[config.mk]
export PLATFORM = sky130hd
export DESIGN_NAME = req_arbiter4
export DESIGN_NICKNAME = d
export VERILOG_FILES = /design/src/rtl/arb_pkg.sv /design/src/rtl/arb_pick4.sv /design/src/rtl/req_arbiter4.sv
export SDC_FILE = /design/constraint.sdc
export NUM_CORES = 1
export LEC_CHECK = 0
export ABC_AREA = 1
export BUFFER_PORTS_ARGS = -buffer_cell sky130_fd_sc_hd__buf_2
export CAP_MARGIN = 20
export CELL_PAD_IN_SITES_DETAIL_PLACEMENT = 1
export CELL_PAD_IN_SITES_GLOBAL_PLACEMENT = 1
export CORE_MARGIN = 3
export CORE_UTILIZATION = 41
export CTS_BUF_LIST = sky130_fd_sc_hd__clkbuf_4 sky130_fd_sc_hd__clkbuf_8
export CTS_CLUSTER_SIZE = 8
export DETAILED_ROUTE_END_ITERATION = 10
export PLACE_DENSITY = 0.77
export RECOVER_POWER = 50
export SLEW_MARGIN = 25
export SYNTH_ARGS = -nofsm -noshare
export SYNTH_HDL_FRONTEND = slang
export SYNTH_SLANG_ARGS = --single-unit
[constraint.sdc]
create_clock -name clk -period 1.6 [get_ports clk]
set_clock_uncertainty 0.2 [all_clocks]
set_input_delay 0.08 -clock clk [delete_from_list [all_inputs] [get_ports clk]]
set_output_delay 0.08 -clock clk [all_outputs]
set_load 0.01 [all_outputs]
[src/rtl/arb_pkg.sv]
// Shared definitions for the 4-way request arbiter: FSM state encoding,
// requester count, owner-code width and the index-to-code mapping.
package arb_pkg;

    localparam int NUM_REQ = 4;
    localparam int ID_W    = 2;

    typedef enum logic [1:0] {
        IDLE    = 2'b00,
        GRANT   = 2'b01,
        RELEASE = 2'b10
    } arb_state_t;

    // Owner code is the reversed index: req[0] -> 3, req[3] -> 0.
    function automatic logic [ID_W-1:0] idx_to_code(input logic [ID_W-1:0] idx);
        return 2'd3 - idx;
    endfunction

endpackage

[src/rtl/arb_pick4.sv]
// Combinational 4-input picker: scans requests starting at index 'base'
// (wrapping mod 4) and reports the first asserted one.
module arb_pick4
    import arb_pkg::*;
(
    input  logic [NUM_REQ-1:0] req,
    input  logic [ID_W-1:0]    base,
    output logic [NUM_REQ-1:0] winner,
    output logic [ID_W-1:0]    winner_idx,
    output logic               any
);

    // Rotating priority scan; the 2-bit candidate index wraps naturally.
    always_comb begin
        logic [ID_W-1:0] cand;
        cand       = '0;
        winner     = '0;
        winner_idx = '0;
        any        = 1'b0;
        for (int k = 0; k < NUM_REQ; k++) begin
            cand = base + ID_W'(k);
            if (!any && req[cand]) begin
                any        = 1'b1;
                winner_idx = cand;
            end
        end
        if (any) begin
            winner[winner_idx] = 1'b1;
        end
    end

endmodule

[src/rtl/req_arbiter4.sv]
// Four-requester arbiter with IDLE/GRANT/RELEASE FSM and a per-grant hold
// limit. Fixed lowest-index priority by default; defining ARB_RR_EN switches
// to round-robin with a pointer that moves past each granted index.
module req_arbiter4
    import arb_pkg::*;
#(
    parameter int MAX_HOLD = 8
) (
    input  logic               clk,
    input  logic               reset_n,
    input  logic               ena,
    input  logic [NUM_REQ-1:0] req,
    input  logic               done,
    output logic [NUM_REQ-1:0] gnt,
    output logic [ID_W-1:0]    gnt_id,
    output logic               gnt_valid,
    output logic               timeout
);

    localparam int              CNT_W    = $clog2(MAX_HOLD + 1);
    localparam logic [CNT_W-1:0] HOLD_LIM = CNT_W'(MAX_HOLD);

    arb_state_t          state, state_nxt;
    logic [ID_W-1:0]     owner, owner_nxt;
    logic [CNT_W-1:0]    cnt, cnt_nxt;
    logic [CNT_W-1:0]    hold_next;
    logic [NUM_REQ-1:0]  gnt_nxt;
    logic [ID_W-1:0]     gnt_id_nxt;
    logic                gnt_valid_nxt;
    logic                timeout_nxt;

    logic [ID_W-1:0]     base;
    logic [NUM_REQ-1:0]  pick_onehot;
    logic [ID_W-1:0]     pick_idx;
    logic                pick_any;

`ifdef ARB_RR_EN
    logic [ID_W-1:0]     ptr, ptr_nxt;

    // Round-robin pointer: highest priority goes to the index after the last winner.
    always_ff @(posedge clk or negedge reset_n) begin
        if (!reset_n) ptr <= '0;
        else          ptr <= ptr_nxt;
    end

    assign base = ptr;
`else
    assign base = '0;
`endif

    arb_pick4 u_pick (
        .req        (req),
        .base       (base),
        .winner     (pick_onehot),
        .winner_idx (pick_idx),
        .any        (pick_any)
    );

    assign hold_next = cnt + 1'b1;

    // State, owner, hold counter and registered outputs.
    always_ff @(posedge clk or negedge reset_n) begin
        if (!reset_n) begin
            state     <= IDLE;
            owner     <= '0;
            cnt       <= '0;
            gnt       <= '0;
            gnt_id    <= '0;
            gnt_valid <= 1'b0;
            timeout   <= 1'b0;
        end else begin
            state     <= state_nxt;
            owner     <= owner_nxt;
            cnt       <= cnt_nxt;
            gnt       <= gnt_nxt;
            gnt_id    <= gnt_id_nxt;
            gnt_valid <= gnt_valid_nxt;
            timeout   <= timeout_nxt;
        end
    end

    // Next-state and next-output decode; outputs default to the idle/no-owner values.
    always_comb begin
        state_nxt     = state;
        owner_nxt     = owner;
        cnt_nxt       = cnt;
        gnt_nxt       = '0;
        gnt_id_nxt    = '0;
        gnt_valid_nxt = 1'b0;
        timeout_nxt   = 1'b0;
`ifdef ARB_RR_EN
        ptr_nxt       = ptr;
`endif
        unique case (state)
            IDLE: begin
                if (ena && pick_any) begin
                    state_nxt     = GRANT;
                    owner_nxt     = pick_idx;
                    cnt_nxt       = '0;
                    gnt_nxt       = pick_onehot;
                    gnt_id_nxt    = idx_to_code(pick_idx);
                    gnt_valid_nxt = 1'b1;
`ifdef ARB_RR_EN
                    ptr_nxt       = pick_idx + 1'b1;
`endif
                end
            end
            GRANT: begin
                cnt_nxt = hold_next;
                // done wins over the hold limit, so a simultaneous limit is not a timeout.
                if (done || !req[owner]) begin
                    state_nxt = RELEASE;
                end else if (hold_next == HOLD_LIM) begin
                    state_nxt   = RELEASE;
                    timeout_nxt = 1'b1;
                end else begin
                    gnt_nxt[owner] = 1'b1;
                    gnt_id_nxt     = idx_to_code(owner);
                    gnt_valid_nxt  = 1'b1;
                end
            end
            RELEASE: begin
                state_nxt = IDLE;
            end
            default: begin
                state_nxt = IDLE;
            end
        endcase
    end

endmodule

== Word-level counts from Yosys, hierarchy flattened ==
Cells that the tools add are included.
Word-level totals
  register bits: 16
Operators by class
  add/subtract/negate cells: 3
  $lt $le $gt $ge: 4
  equality and inequality tests: 4
  mux-type cells: 35
  reductions and logical operators: 16
Operators by type and width (count)
  two-way mux 4 bit: 5
  two-way mux 2 bit: 8
  case mux 4 bit (2 select lines): 2
  two-way mux 1 bit: 14
  case mux 2 bit (2 select lines): 2
  logical AND 1 bit: 6
  < comparator 2 x 3 -> 1 bit (second input constant): 2
  AND reduction 2 bit: 3
  adder 4 x 1 -> 4 bit (second input constant): 1
  demux 1 bit (select 2 bit): 2
  == test 4 bit (second input constant): 1
  greater-or-equal comparator 2 x 1 -> 1 bit (second input constant): 2
  zero test 1 bit: 4
  subtractor 2 bit (first input constant): 2
  != test 3 bit (second input constant): 1
  binary-select mux 1 bit (select 2 bit): 1
  == test 2 x 1 -> 1 bit (second input constant): 1
  zero test 2 bit: 1
  != test 2 bit (second input constant): 1
  case mux 1 bit (2 select lines): 1
  nonzero test 2 bit: 1
  logical OR 1 bit: 1

== Depth between registers and ports, before layout ==
  word-level depth: 17
  mapped depth: 8

== Hierarchy ==
From an unflattened synthesis, not the netlist that was laid out.
Second synthesis, totals
  cells, all modules: 167
  area total of the unflattened synthesis: 1116.1 um^2
Modules (own cells, without submodules)
  req_arbiter4: instances 1, cells an instance 100, area each 784.5 um^2, sequential area each 400.4 um^2
  arb_pick4: instances 1, cells an instance 67, area each 331.6 um^2, sequential area each 0.0 um^2

== Least setup slack after synthesis ==
No wires, ideal clock.
  kind: register to register
  from: reg cnt[0]
  to: reg state[1]
  library setup time: 0.111 ns
  arrival time: 1.006 ns
  data required time: 1.289 ns
  setup slack: 0.282 ns
  stages on the path, launching flop included: 7
  cells stage by stage: dfrtp_1 ha_1 nand2_1 nand3b_4 nand3_2 nand2_2 inv_2
Between the ends
  longest elaborated chain between the ends: 4
Ends and longest elaborated chain
  start, declared: line req_arbiter4.sv:25  | logic [CNT_W-1:0] cnt, cnt_nxt;
  start signal, assigned: line req_arbiter4.sv:74  | cnt <= cnt_nxt;
  adder 4 x 1 -> 4 bit: line req_arbiter4.sv:59  | assign hold_next = cnt + 1'b1;
  == test 4 bit: line req_arbiter4.sv:113  | end else if (hold_next == HOLD_LIM) begin
  != test 3 bit (no line)
  AND reduction 2 bit (no line)
  end signal, assigned: line req_arbiter4.sv:72  | state <= state_nxt;
  end, declared: line req_arbiter4.sv:23  | arb_state_t state, state_nxt;
Every way passes these cells.
A chain may end at the register's enable or synchronous reset.

== Worst setup path in the final report ==
  from: in req[1]
  to: reg cnt[0]
Between the ends
  longest elaborated chain between the ends: 11
Ends and longest elaborated chain
  start, declared: line req_arbiter4.sv:12  | input logic [NUM_REQ-1:0] req,
  logical AND 1 bit *: line arb_pick4.sv:22  | if (!any && req[cand]) begin
  two-way mux 1 bit *: line arb_pick4.sv:22
  zero test 1 bit: line arb_pick4.sv:22
  logical AND 1 bit: line arb_pick4.sv:22
  two-way mux 1 bit *: line arb_pick4.sv:22
  zero test 1 bit: line arb_pick4.sv:22
  logical AND 1 bit: line arb_pick4.sv:22
  two-way mux 1 bit *: line arb_pick4.sv:22
  logical AND 1 bit *: line req_arbiter4.sv:96  | if (ena && pick_any) begin
  != test 2 bit (no line) *
  AND reduction 2 bit (no line) *
Every way passes the cells marked *; elsewhere a longest branch is shown, timed or not.

==> reports/results.ini <==
[run_status]
run_status=finished, final reports clean

[die]
start_util=0.4592
core_um2=1839
die-area_um2=2640
die_y_um=51.39
die_x_um=51.39
num_rows=15
io_pins=16

[power]
leakage_nw=0.5614
max-vdd-ir-drop_v=0.0009029
p_per_area_nw_per_um2=1438

[cts]
cts.sinks=16
clk_pin_slew_worst_paths_ns=0.09
clk_latency_ns=0.28
clk_path_buf_depth=2
clock-root-buffer=clkbuf_4
cts_buffers=3
cts_tree=done
cts_setup_buffers=0
ctsHtreeMaxLevel=1

[setup_path]
cp_data_required_time_ns=1.61
setup.worst_path.class=input pin to flop
arrival_ns=1.48
end_kind=flop
crit_path_max_fanout=4
cp-start-kind=input pin

[yosys]
ys.flop_type=dfrtp_1
synth-edff-count=0
synthArstFlopShare=1.000
synth-seq-cells=16
yosys.area.top_type=dfrtp_1
synth.top_cell.area_share=0.4741
syn_area_per_cell_um2=8.618
syn-cell-area_um2=844.6
synth_area_leaders=dfrtp_1 (47%), nand2_1 (12%), nand3_1 (6.5%)
synthDistinctLibCells=17
synth.top_cells.by_count=nand2_1 (26), dfrtp_1 (16), nand3_1 (11)
synth.most_common_cell=nand2_1
ys_seq_area_frac=0.4741
ys_warn_count=0
synth_nets=107
synthCells=98

[global_routing]
gr-total-overflow=0
grt_pass1_wl_um=3553
grt_pass1_vias=763
grtUsageTotal=0.1849
grt_max_degree=17
antenna_found_initial=0

[placement]
io_buffers=15
pre_cts_ws_ns=0.1746
routabilityCongestion=0.8097
hpwl_um=1437

[finish]
drive_above_1_share=0.2276
syn_to_final_growth_pct=23.26
fin_util=0.5660
num-nets-final=133
num_antenna_cells=0

[sta]
finalSetupViolations=0
tightestPinTransition_ns=0.8782
finalCriticalPeriod_ns=1.474
finalMaxSlewViolations=0
fmax_mhz=678.6
maxSlewHeadroom=0.4145
setup_slack_ns=0.1265
hold_viol_final=0
fin_crit_sh=0.9210
rsz0062_at_grt=false
final.setup.tns_ns=0

[detailed_routing]
drc=0
routed_via_density=4.926
ant_nets=0
dr.first_iter.drc_count=6
dr_total_vias=729
wl_um=1940
avgRoutedWirePerCell_um=13.11
first_pass_iters=3

[job]
drv_cap=0

[worst_hold_path]
hold_class=input pin to flop

## sequential cells by signal, summed over array words and instances (netlist names)
| register | count |
|---|---|
| state | 2 |
| cnt | 4 |
| gnt_valid | 1 |
| owner | 2 |
| timeout | 1 |
| gnt_id | 2 |
| gnt | 4 |
## routing by layer
metal  track usage  wire [µm]  vias to the layer above  share of wire
met4       0.05240         14                        0         0.0072
met1        0.2230        891                      340           0.46
met2        0.3242        952                       14           0.49
met5             0          0                        -              0
li1              -          -                      373              -
met3       0.04373         81                        2          0.042
## power breakdown
part | switching (mW) | total (mW) | internal (mW) | leakage, nW
Combinational | 0.413 | 0.619 | 0.207 | 0.329
Clock | 0.118 | 0.256 | 0.138 | 0.0210
Sequential | 0.0988 | 0.622 | 0.523 | 0.212
## what timing repair did
item                                   CTS  global route
gates resized for setup                  0             0
hold buffers                             6             0
setup endpoints to repair                0             0
endpoints found under the hold margin   26             0
## cell families (layout without fill, tap and decap cells)
family	count (synthesis)	count (layout)	share of synthesized area
AND/OR/NAND/NOR	62	62	0.4133
AO/OA/AOI/OAI	7	7	0.04444
flip-flops	16	16	0.4741
buffers and inverters	12	37	0.05333
adder cells (fa/ha/maj)	1	1	0.01481
## cell usage in the layout, fill, tap and decap left out
cell type,count
o21ai_1,5
inv_1,9
clkbuf_1,5
nand2_1,26
o21ai_0,1
clkbuf_4,3
o21a_1,1
ha_1,1
dfrtp_1,16
nor2_4,2
nand3_1,11
nor2_8,1
dlygate4sd3_1,6
clkbuf_8,1
nand2_4,2
nand4_1,8
inv_2,3
nor2_1,6
nand3b_4,1
buf_2,10
nand3_2,2
nand2_2,3
## final timing paths
check | from | endpoint | slack, ns | cells past startpoint
min in group asynchronous | reset_n | owner[0] | 0.22 | 2
worst max-delay path | req[1] | cnt[0] | 0.13 | 7
max in group asynchronous | reset_n | gnt[1] | 0.44 | 2
worst min register to register | cnt[0] | cnt[0] | 0.35 | 1
worst max register to register | cnt[0] | state[1] | 0.18 | 6
worst min-delay path | req[3] | gnt[3] | 0.04 | 5
## metrics by stage
stage | hold slack [ns] | power (mW) | std cells | cell area, µm²
detailed placement | -0.1792 | 1.251 | 138 | 950.9
global placement | -0.1882 | 1.226 | 138 | 950.9
finish | 0.04241 | 1.497 | 148 | 1041
CTS | 0.02666 | 1.528 | 148 | 1047
global route | 0.07175 | 1.654 | 148 | 1041
floorplan | -0.4156 | 1.063 | 98 | 844.6
## area by class of cell
cell class / count / area [µm²]
multi-input combinational: 70 / 399.1
fill: 241 / 798.3
inverter: 12 / 45.04
sequential: 16 / 400.4
timing repair buffer: 21 / 128.9
clock buffer: 4 / 36.28
tap: 25 / 31.28
## critical path, cell delays in order
cell and delay [ns]:
dlygate4sd3_1 0.55, buf_2 0.17, nor2_4 0.15, nand3_2 0.13, nand3_1 0.21, nand3_1 0.10
o21ai_1 0.09
Power figures use the tool's default switching activity.
